[src/rtl/change_event_detector_pkg.sv]
// Shared types for the change event detector: buffer states, source codes and
// the event payload carried from the debounce front end to the output slot.
package change_event_pkg;

    typedef enum logic [1:0] {
        IDLE = 2'd0,
        OUT  = 2'd1,
        FULL = 2'd2
    } state_t;

    localparam logic [1:0] SRC_A = 2'b01;
    localparam logic [1:0] SRC_B = 2'b10;

    typedef struct packed {
        logic [1:0] src;
        logic       a;
        logic       b;
    } event_t;

    // Merge a newer change into a waiting event: sources accumulate, levels follow the newest.
    function automatic event_t coalesce(input event_t older, input event_t newer);
        event_t merged;
        merged.src = older.src | newer.src;
        merged.a   = newer.a;
        merged.b   = newer.b;
        return merged;
    endfunction

endpackage

[src/rtl/change_event_detector_debounce.sv]
// One input channel: two-flop synchronizer, glitch-rejecting run counter and
// the committed (stable) level, with a single-cycle commit pulse on each change.
module debounce_cell #(
    parameter int DEBOUNCE_CYCLES = 4
) (
    input  logic clk,
    input  logic rst,
    input  logic i_level,
    output logic o_stable,
    output logic o_commit
);

    localparam int CW = (DEBOUNCE_CYCLES > 1) ? $clog2(DEBOUNCE_CYCLES) : 1;
    localparam logic [CW-1:0] LAST = CW'(DEBOUNCE_CYCLES - 1);

    logic          r_sync1;
    logic          r_sync2;
    logic          r_stable;
    logic [CW-1:0] r_cnt;
    logic          w_differ;
    logic          w_commit;

    assign w_differ = (r_sync2 != r_stable);
    // The commit fires on the sample that completes the run, so the new level is
    // visible in the same edge that loads it into the event buffer.
    assign w_commit = w_differ && (r_cnt == LAST);

    always_ff @(posedge clk or posedge rst) begin
        if (rst) begin
            r_sync1  <= 1'b0;
            r_sync2  <= 1'b0;
            r_stable <= 1'b0;
            r_cnt    <= '0;
        end else begin
            r_sync1 <= i_level;
            r_sync2 <= r_sync1;
            if (!w_differ) begin
                r_cnt <= '0;
            end else if (w_commit) begin
                r_cnt    <= '0;
                r_stable <= r_sync2;
            end else begin
                r_cnt <= r_cnt + 1'b1;
            end
        end
    end

    assign o_stable = r_stable;
    assign o_commit = w_commit;

endmodule

[src/rtl/change_event_detector.sv]
// Debounced change events for inputs a and b, delivered through a two-slot
// valid/ready buffer with an accepted-event counter and sticky overflow flag.
module change_event_detector
    import change_event_pkg::*;
#(
    parameter int DEBOUNCE_CYCLES = 4,
    parameter int CNT_W           = 8
) (
    input  logic             clk,
    input  logic             rst,
    input  logic             a_in,
    input  logic             b_in,
    output logic             evt_valid,
    input  logic             evt_ready,
    output logic [1:0]       evt_src,
    output logic             evt_a,
    output logic             evt_b,
    output logic [CNT_W-1:0] evt_count,
    output logic             overflow,
    output state_t           o_dbg_state
);

    // Handshake: an event transfers on any edge where evt_valid and evt_ready are
    // both high; until then the payload holds and evt_valid stays asserted.

    logic       w_stable_a;
    logic       w_stable_b;
    logic       w_commit_a;
    logic       w_commit_b;
    logic       w_commit;
    logic       w_accept;
    event_t     w_new;

    state_t           r_state;
    event_t           r_out;
    event_t           r_queue;
    logic [CNT_W-1:0] r_count;
    logic             r_overflow;

    debounce_cell #(.DEBOUNCE_CYCLES(DEBOUNCE_CYCLES)) u_deb_a (
        .clk      (clk),
        .rst      (rst),
        .i_level  (a_in),
        .o_stable (w_stable_a),
        .o_commit (w_commit_a)
    );

    debounce_cell #(.DEBOUNCE_CYCLES(DEBOUNCE_CYCLES)) u_deb_b (
        .clk      (clk),
        .rst      (rst),
        .i_level  (b_in),
        .o_stable (w_stable_b),
        .o_commit (w_commit_b)
    );

    // A committing input flips its level this edge, so the post-update level is stable ^ commit.
    always_comb begin
        w_new     = '0;
        w_new.src = (w_commit_a ? SRC_A : 2'b00) | (w_commit_b ? SRC_B : 2'b00);
        w_new.a   = w_stable_a ^ w_commit_a;
        w_new.b   = w_stable_b ^ w_commit_b;
    end

    assign w_commit = w_commit_a | w_commit_b;
    assign w_accept = (r_state != IDLE) && evt_ready;

    always_ff @(posedge clk or posedge rst) begin
        if (rst) begin
            r_state    <= IDLE;
            r_out      <= '0;
            r_queue    <= '0;
            r_count    <= '0;
            r_overflow <= 1'b0;
        end else begin
            if (w_accept) begin
                r_count <= r_count + 1'b1;
            end
            case (r_state)
                IDLE: begin
                    if (w_commit) begin
                        r_out   <= w_new;
                        r_state <= OUT;
                    end
                end
                OUT: begin
                    if (w_accept) begin
                        if (w_commit) begin
                            r_out <= w_new;
                        end else begin
                            r_state <= IDLE;
                        end
                    end else if (w_commit) begin
                        r_queue <= w_new;
                        r_state <= FULL;
                    end
                end
                FULL: begin
                    if (w_accept) begin
                        r_out <= r_queue;
                        if (w_commit) begin
                            r_queue <= w_new;
                        end else begin
                            r_state <= OUT;
                        end
                    end else if (w_commit) begin
                        r_queue    <= coalesce(r_queue, w_new);
                        r_overflow <= 1'b1;
                    end
                end
                default: begin
                    r_state <= IDLE;
                end
            endcase
        end
    end

    assign evt_valid   = (r_state != IDLE);
    assign evt_src     = r_out.src;
    assign evt_a       = r_out.a;
    assign evt_b       = r_out.b;
    assign evt_count   = r_count;
    assign overflow    = r_overflow;
    assign o_dbg_state = r_state;

endmodule

[config.mk]
export PLATFORM = sky130hd
export DESIGN_NAME = change_event_detector
export DESIGN_NICKNAME = d
export VERILOG_FILES = /design/src/rtl/change_event_detector_pkg.sv /design/src/rtl/change_event_detector_debounce.sv /design/src/rtl/change_event_detector.sv
export SDC_FILE = /design/constraint.sdc
export NUM_CORES = 1
export LEC_CHECK = 0
export ABC_AREA = 1
export BUFFER_PORTS_ARGS = -buffer_cell sky130_fd_sc_hd__buf_2
export CAP_MARGIN = 20
export CORE_AREA = 2 2 51 53
export DETAILED_ROUTE_END_ITERATION = 10
export DIE_AREA = 0 0 53 55
export GPL_TIMING_DRIVEN = 0
export PLACE_DENSITY = 0.86
export SLEW_MARGIN = 30
export SYNTH_ARGS = -nofsm -noshare
export SYNTH_HDL_FRONTEND = slang
export SYNTH_SLANG_ARGS = --single-unit
[constraint.sdc]
create_clock -name clk -period 3.3 [get_ports clk]
set_input_delay 0.99 -clock clk [delete_from_list [all_inputs] [get_ports clk]]
set_output_delay 0.99 -clock clk [all_outputs]
set_load 0.02 [all_outputs]
# --- Yosys cells after proc, flatten, opt, wreduce, memory -nomap -nowiden ---
# Index checks and enable logic that the tools add are counted.
word_totals:
  regBits: 29
  ramBits: 0
  latchBits: 0
  mem_count: 0
  rom_bits: 0
  output_inout_bits: 16
  wordCells: 75
op_classes:
  muxes: 22
  bitwise_logic: 6
  n_addsub: 3
  shifts: 0
  mul: 0
  n_lt_le_gt_ge: 0
  reduce_logical: 13
  n_eq_ne: 14
  div: 0
op_table:
  columns: ["cell", "count"]
  rows:
  - ["4-bit 2-to-1 mux", 7]
  - ["2-bit 2-to-1 mux", 11]
  - ["4-bit one-hot mux with 3 select lines", 1]
  - ["2-bit != test, second input constant", 5]
  - ["3-bit != test, second input constant", 3]
  - ["3-bit AND reduction", 3]
  - ["8-bit by 1-bit adder with 8-bit output, second input constant", 1]
  - ["4-bit one-hot mux with 2 select lines", 1]
  - ["2-bit equality test, second input constant", 3]
  - ["2-bit one-hot mux with 3 select lines", 1]
  - ["5-bit AND reduction", 1]
  - ["2-bit by 1-bit adder with 2-bit output, second input constant", 2]
  - ["2-bit AND reduction", 2]
  - ["2-bit nonzero test", 2]
  - ["1-bit logical AND", 3]
  - ["3-bit nonzero test", 1]
  - ["2-bit by 1-bit equality test with 1-bit output, second input constant", 1]
  - ["2-bit logical NOT", 1]
  - ["1-bit != test", 2]
  - ["1-bit by 2-bit bitwise OR with 2-bit output", 1]
  - ["2-bit bitwise OR", 1]
  - ["1-bit bitwise XOR", 2]
  - ["1-bit 2-to-1 mux", 1]
  - ["1-bit NOT", 1]
  - ["1-bit bitwise OR", 1]

# --- Logic depth before layout (Yosys ltp) ---
# Gate-level depths: netlist (run 1).
depth:
  depth_word: 8
  mapped_depth: 9
  depth_no_buf: 9

# --- Cells and area by module ---
# A second synthesis (run 1) with hierarchy kept.
unflattened:
  hier_cells: 186
  area_unflattened_um2: 1483.9
by_module_without_submodules:
  columns: ["module", "area_each_um2", "n_inst", "cells_each"]
  rows:
  - ["change_event_detector", 1096.1, 1, 146]
  - ["debounce_cell", 193.9, 2, 20]

# --- Worst setup path after synthesis (run 1) ---
# OpenSTA, ideal clock, no wires.
synth_timing:
  path_kind: "register -> output"
  from: "register r_state[0], in the netlist o_dbg_state[0]"
  to: "output port evt_valid"
  required_time_ns: 2.310
  slack_ns: 1.557
  path_buffers: 0
  arrival_ns: 0.753
  stages_incl_launch_ff: 3
  cell_sequence: "dfrtp_1 -> inv_2 -> nand2_4"
synth_via:
  elab_chain_len: 1
synth_rtl:
  columns: ["element", "line_no", "text"]
  rows:
  - ["from (decl)", "change_event_detector.sv:34", "state_t r_state;"]
  - ["from (signal assigned)", "change_event_detector.sv:69", "r_state <= IDLE;"]
  - ["from (signal assigned)", "change_event_detector.sv:82", "r_state <= OUT;"]
  - ["from (signal assigned)", "change_event_detector.sv:90", "r_state <= IDLE;"]
  - ["2-bit nonzero test", "change_event_detector.sv:117", "assign evt_valid = (r_state != IDLE);"]
  - ["to (decl)", "change_event_detector.sv:13", "output logic evt_valid,"]
# Every way passes these cells.

# --- Final worst setup path (run 1) ---
# Same ends and word-level chain as after synthesis.

==> results of run 1 <==
-- through the flow --
step                      cell area [um^2]  hold WS (ps)
after CTS                             1540           358
after floorplan                       1340           331
after detailed placement              1470           335
final                                 1540           348
after global placement                1470           332
after global routing                  1540           377
-- final cells by class --
class                      instances  area, um^2
clock buffer                       7        65.1
clock inverter                     1        5.00
fill                             198         822
inverter                          23        88.8
multi-input combinational         95         520
sequential                        29         726
tap                               30        37.5
timing repair buffer              20         100
-- layer usage --
metal | GRT usage (%) | routed length [um]
met5 | 0 | 0
met4 | 12.0 | 30
met3 | 5.65 | 131
met2 | 35.4 | 1210
met1 | 20.5 | 1010
-- power breakdown --
part / total, mW / internal [mW] / switching [mW]
registers: 0.534 / 0.462 / 0.0720
logic: 0.394 / 0.135 / 0.260
clock network: 0.250 / 0.123 / 0.126
total: 1.18 / 0.720 / 0.458
-- cells in the mapped netlist, types with 2 or more instances --
cell                      instances
sky130_fd_sc_hd__a21oi_1          5
sky130_fd_sc_hd__dfrtp_1         29
sky130_fd_sc_hd__ha_1             3
sky130_fd_sc_hd__inv_1           18
sky130_fd_sc_hd__inv_2            4
sky130_fd_sc_hd__nand2_1         43
sky130_fd_sc_hd__nand2_2          3
sky130_fd_sc_hd__nand2_4          2
sky130_fd_sc_hd__nand3_1          7
sky130_fd_sc_hd__nor2_1           5
sky130_fd_sc_hd__nor2_4           2
sky130_fd_sc_hd__nor3_1           2
sky130_fd_sc_hd__o21ai_0          7
sky130_fd_sc_hd__o21ai_1          3
sky130_fd_sc_hd__xnor2_1          3
sky130_fd_sc_hd__xor2_1           3
-- flip-flops by register name, indices dropped and copies added, names as in the netlist --
register          count
u_deb_a.r_cnt         2
u_deb_a.r_sync1       1
u_deb_b.r_cnt         2
u_deb_a.r_sync2       1
evt_src               2
o_dbg_state           2
overflow              1
u_deb_b.o_stable      1
evt_a                 1
u_deb_a.o_stable      1
r_queue               4
evt_b                 1
u_deb_b.r_sync2       1
u_deb_b.r_sync1       1
evt_count             8
-- critical path, stage by stage, from the launching register on --
cell,delay [ps]
sky130_fd_sc_hd__dfrtp_1,510
sky130_fd_sc_hd__inv_2,90
sky130_fd_sc_hd__nand2_4,80
sky130_fd_sc_hd__buf_2,160
-- kinds of logic (layout without fill, tap and decap cells) --
logic type	Yosys count	in the layout	synth area share, %
and+or+nand+nor	69	69	25.4
DFF	29	29	54.4
buffers and inverters	23	51	6.65
AOI/OAI and AO/OA	17	17	6.84
xor gates and xnor gates	6	6	3.94
adders and majority gates	3	3	2.81
-- worst min path at each step --
stage	startpoint	endpoint	depth (start not counted)
final	u_deb_b.r_sync1	u_deb_b.r_sync2	0
after CTS	u_deb_b.r_sync1	u_deb_b.r_sync2	0
after global routing	u_deb_a.r_sync1	u_deb_a.r_sync2	0
after detailed placement	u_deb_b.r_sync1	u_deb_b.r_sync2	0
after floorplan	u_deb_a.r_sync1	u_deb_a.r_sync2	0
after global placement	u_deb_a.r_sync1	u_deb_a.r_sync2	0
==> results.md, run 1 <==
- die span in x: 53 um
- area of the placeable core: 0.00236 mm^2
- number of setup violations in the final report: 0
- placed cell count: 197
- critical setup path kind: flip-flop to primary output
- setup repair after global routing missed its margin: no
- flop and latch count out of synthesis: 29
- Post-Synthesis Mean Instance Area: 9.08 um^2
- setup slack of the worst register-to-register path: 1860 ps
- Final Worst Setup Slack: 1150 ps
- number of max-cap violations: 0
- worst reg2reg path endpoint: evt_src[1]
- count of unresolved DRC violations after routing: 0
- TritonCTS buffer count: 5
- via count of the first global-routing pass: 994
- initial DRC count: 11
- Clock Sinks: 29
- die area: 0.00292 mm^2
- starting utilization of the core area: 56.5%
- largest fanout on the critical path: 6
- power per cell area: 763 mW/mm^2
- Hold Buf Count CTS: 0
- peak supply drop: 512 uV
- run status: complete, no violations
- fraction of final layout cells with drive strength greater than 1: 26.3%
- critical path launch point type: flip-flop
- startpoint of the most critical setup path: o_dbg_state[0]
- GRT Total Usage: 19.7%
- Final Cycle Share: 65.3%
- combined area of all synthesized cells: 0.00134 mm^2
- cells taking the most area after synthesis: sky130_fd_sc_hd__dfrtp_1 (54%), sky130_fd_sc_hd__nand2_1 (12%), sky130_fd_sc_hd__inv_1 (5.1%)
- Port Buffer Count: 20
- Diodes inserted: 0
- required time at the endpoint of the critical path: 2310 ps
- vias after detailed routing: 1046
- CP Capture Type: primary output
- Clk Tree Root Cell: sky130_fd_sc_hd__clkbuf_4
- Setup Buffers After CTS: 0
- Final Instance Count excl. Fillers: 205
- number of nets produced by synthesis: 155
- total count of hold-check failures in the final report: 0
- Setup Skew: 5.35 ps
- post-cts resize count: 0
- dpl ws: 1360 ps
- top flip-flop cell by instance count after synthesis: sky130_fd_sc_hd__dfrtp_1
- clock period minus final worst setup slack: 2150 ps
- detailed-route vias per instance: 5.10
- DPL Wire Length: 1.77 mm
- Worst Hold Class: flip-flop to flip-flop
- Max Slew Vio Count: 0
- aggregate routed wire length: 2.39 mm
- # rows: 18
- most common cell after layout, fill and taps aside: sky130_fd_sc_hd__nand2_1
- total power draw: 1.18 mW
- area share of the largest cell type after synthesis: 54.4%
- leftover overflow at the end of global routing: 0
- TNS Setup: 0 ps
- final weighted congestion of routability-driven global placement: 0.838
- number of distinct library cells after synthesis: 24
- largest net degree at the start of global routing: 30
- detail-routed net length per standard cell: 11.6 um
- number of enable flip-flop cells after synthesis: 0
- Clock Tree Buf Depth: 2
- Routed Antenna Nets: 0
- Worst slew margin: 60.1%
- cells on worst reg2reg path: 8
- Leakage Power: 0.858 nW
- sequential-to-total area share from yosys stat: 54.4%
- Yosys warning total: 0
- slew at the pin closest to its max-slew limit: 598 ps
- CTS tree: done
- most frequent cells in the layout: sky130_fd_sc_hd__nand2_1 (43), sky130_fd_sc_hd__dfrtp_1 (29), sky130_fd_sc_hd__buf_2 (20), sky130_fd_sc_hd__inv_1 (17)
- clock edge transition at the registers on the reported setup and hold paths: 90 ps
- dominant cell type by area after synthesis: sky130_fd_sc_hd__dfrtp_1
- detailed-router iteration count before antenna repair: 4
- net count reported at finish: 182
- clock latency reported for the late side of the worst-skew pair: 330 ps
- global-route wire length before repair: 3.98 mm
- Worst R2R Start: u_deb_b.r_cnt[0]
- area added between synthesis and finish: 15.6%
- antenna violations before repair: 0
- Die Y: 55 um
- boundary pin count: 21
- final design utilization: 65.2%
- FMAX: 464 MHz
- H-tree depth: 2
- capturing element of the worst setup path: evt_valid
- FFs w/ async S/R, synth: 100%
- data arrival time at the worst-slack endpoint: 1160 ps
- cell count after synthesis: 147
Power figures use the tool's default switching activity.
==> run 2: changes to the inputs <==
- ABC_AREA: 1 -> 0
- CORE_AREA: 2 2 51 53 -> 2 2 53 55
- DIE_AREA: 0 0 53 55 -> 0 0 55 57
- PLACE_DENSITY: 0.86 -> 0.81
- clock period: 3.3 -> 2.15 ns (I/O delays scaled with it)
==> results.md, run 2 <==
- global-route wire length before repair: 4.07 mm
- number of max-cap violations: 0
- final weighted congestion of routability-driven global placement: 0.811
- clock latency reported for the late side of the worst-skew pair: 320 ps
- die span in x: 55 um
- Max Slew Vio Count: 0
- dominant cell type by area after synthesis: sky130_fd_sc_hd__dfrtp_1
- largest fanout on the critical path: 10
- dominant combinational cell family by area after synthesis: simple AND/OR/NAND/NOR gates
- H-tree depth: 2
- initial DRC count: 17
- detailed-route vias per instance: 5.37
- number of flip-flops under the largest register name: 8
- Final Instance Count excl. Fillers: 166
- Worst slew margin: 60.2%
- largest net degree at the start of global routing: 30
- # rows: 19
- required time at the endpoint of the critical path: 1500 ps
- Compound-Gate Fraction of Synth Area: 10.5%
- Setup Buffers After CTS: 0
- count of unresolved DRC violations after routing: 0
- aggregate routed wire length: 2.42 mm
- most common cell after layout, fill and taps aside: sky130_fd_sc_hd__dfrtp_1
- Yosys warning total: 0
- top-count cell post-synth: sky130_fd_sc_hd__dfrtp_1
- FFs w/ async S/R, synth: 100%
- simple-gate area share of the yosys netlist: 11.8%
- Clock Tree Buf Depth: 2
- cells taking the most area after synthesis: sky130_fd_sc_hd__dfrtp_1 (54%), sky130_fd_sc_hd__mux2_4 (4.5%), sky130_fd_sc_hd__mux2_2 (3.4%)
- number of setup violations in the final report: 0
- setup slack of the worst register-to-register path: 470 ps
- die area: 0.00314 mm^2
- most frequent cells in the layout: sky130_fd_sc_hd__dfrtp_1 (29), sky130_fd_sc_hd__buf_2 (21), sky130_fd_sc_hd__nand2_1 (12), sky130_fd_sc_hd__o21ai_0 (6)
- post-cts resize count: 0
- leftover overflow at the end of global routing: 0
- placed cell count: 158
- detail-routed net length per standard cell: 14.6 um
- TritonCTS buffer count: 5
- via count of the first global-routing pass: 908
- XOR/XNOR share of the synthesized area: 7.00%
- Final Instance Area: 0.00156 mm^2
- cell seen most often among critical-path stages: sky130_fd_sc_hd__buf_2
- Diodes inserted: 0
- DPL Wire Length: 1.80 mm
- Worst Hold Class: flip-flop to flip-flop
- Setup Skew: 12.0 ps
- number of nets produced by synthesis: 116
- Clk Tree Root Cell: sky130_fd_sc_hd__clkbuf_4
- boundary pin count: 21
- detailed-router iteration count before antenna repair: 4
- clock period minus final worst setup slack: 2010 ps
- placed cell areas: 0.00148 mm^2
- area share of the largest cell type after synthesis: 54.1%
- slowest stage delay, CP: 420 ps
- Hold Buf Count CTS: 0
- area of the placeable core: 0.00262 mm^2
- critical setup path kind: flip-flop to primary output
- Synth top cells by count: sky130_fd_sc_hd__dfrtp_1 (29), sky130_fd_sc_hd__nand2_1 (12), sky130_fd_sc_hd__o21ai_0 (6)
- multiplexer share of the synthesized area: 11.1%
- critical path launch point type: flip-flop
- starting utilization of the core area: 51.3%
- flop and latch count out of synthesis: 29
- Die Y: 57 um
- area share of fa/ha/maj cells after synthesis: 3.54%
- run status: complete, no violations
- sequence of cells on the critical path: buf_2, or2_2, buf_2
- cell count after synthesis: 108
- number of distinct library cells after synthesis: 34
- fraction of final layout cells with drive strength greater than 1: 34.1%
- GRT Total Usage: 18.1%
- total count of hold-check failures in the final report: 0
- FMAX: 497 MHz
- combined area of all synthesized cells: 0.00134 mm^2
- CTS tree: done
- CP Capture Type: primary output
- TNS Setup: 0 ps
- Leakage Power: 0.776 nW
- sequential-to-total area share from yosys stat: 54.1%
- peak supply drop: 825 uV
- top flip-flop cell by instance count after synthesis: sky130_fd_sc_hd__dfrtp_1
- Routed Antenna Nets: 0
- Clock Sinks: 29
- Post-Synthesis Mean Instance Area: 12.4 um^2
- worst hold margin: 361 ps
- setup repair after global routing missed its margin: no
- number of enable flip-flop cells after synthesis: 0
- antenna violations before repair: 0
- net count reported at finish: 142
- power per cell area: 1240 mW/mm^2
- master of the slowest instance on the critical path: sky130_fd_sc_hd__dfrtp_1
- total power draw: 1.93 mW
- area added between synthesis and finish: 16.2%
- Final Cycle Share: 93.6%
- clock edge transition at the registers on the reported setup and hold paths: 110 ps
- slew at the pin closest to its max-slew limit: 596 ps
- vias after detailed routing: 891
- Port Buffer Count: 19
- data arrival time at the worst-slack endpoint: 1370 ps
run 2: cell types whose count changed after synthesis, sizes merged, moves of 6 or more:
cell / delta
nand2: -36
inv: -20
mux2: +11
nand3: -6
run 2: final timing paths:
path                             startpoint  depth (start not counted)          endpoint
max                          o_dbg_state[1]                          3         evt_valid
min                         u_deb_b.r_sync1                          0   u_deb_b.r_sync2
max reg2reg                u_deb_a.r_cnt[0]                          4             evt_a
min reg2reg                 u_deb_b.r_sync1                          0   u_deb_b.r_sync2
max in group asynchronous               rst                          2  u_deb_a.r_cnt[0]
min in group asynchronous               rst                          2  u_deb_a.o_stable
run 2: kinds of logic after synthesis:
group	Yosys count
AND/OR/NAND/NOR	31
flip-flops	29
AO/OA/AOI/OAI	17
multiplexers	12
XOR/XNOR	9
buffers and inverters	6
adder cells (fa/ha/maj)	4
run 2: area by class of cell:
| class | count | area (um^2) |
|---|---|---|
| Tap cell | 31 | 38.8 |
| Sequential cell | 29 | 726 |
| Clock inverter | 3 | 46.3 |
| Timing Repair Buffer | 19 | 95.1 |
| Buffer | 3 | 13.8 |
| Clock buffer | 5 | 37.5 |
| Inverter | 3 | 11.3 |
| Multi-Input combinational cell | 73 | 591 |
| Fill cell | 235 | 1060 |
run 2: per-stage QoR:
step / worst slack (ps) / utilization (%)
6_report: 137 / 59.6
5_1_grt: 61.9 / 59.6
4_1_cts: 123 / 59.6
3_5_place_dp: 326 / 56.4
3_3_place_gp: 357 / 56.4
2_1_floorplan: 412 / -
run 2: layer usage:
metal	global-route usage (%)	routed length, um	vias up
li1	-	-	430
met1	21.7	1020	437
met2	30.1	1280	22
met3	5.76	102	2
met4	6.27	8	0
met5	0	0	-
run 2: report_power, final:
| group | total [mW] | switching, mW | leakage, nW | internal, mW |
|---|---|---|---|---|
| registers | 0.805 | 0.119 | 0.377 | 0.686 |
| clock network | 0.450 | 0.204 | 0.0414 | 0.246 |
| logic | 0.676 | 0.374 | 0.357 | 0.302 |
run 2: critical path: cells and delay by family, from the launching register on:
kind / cells / cell delay, ps
buffers and inverters: 2 / 340
flip-flops: 1 / 420
AND/OR/NAND/NOR: 1 / 290
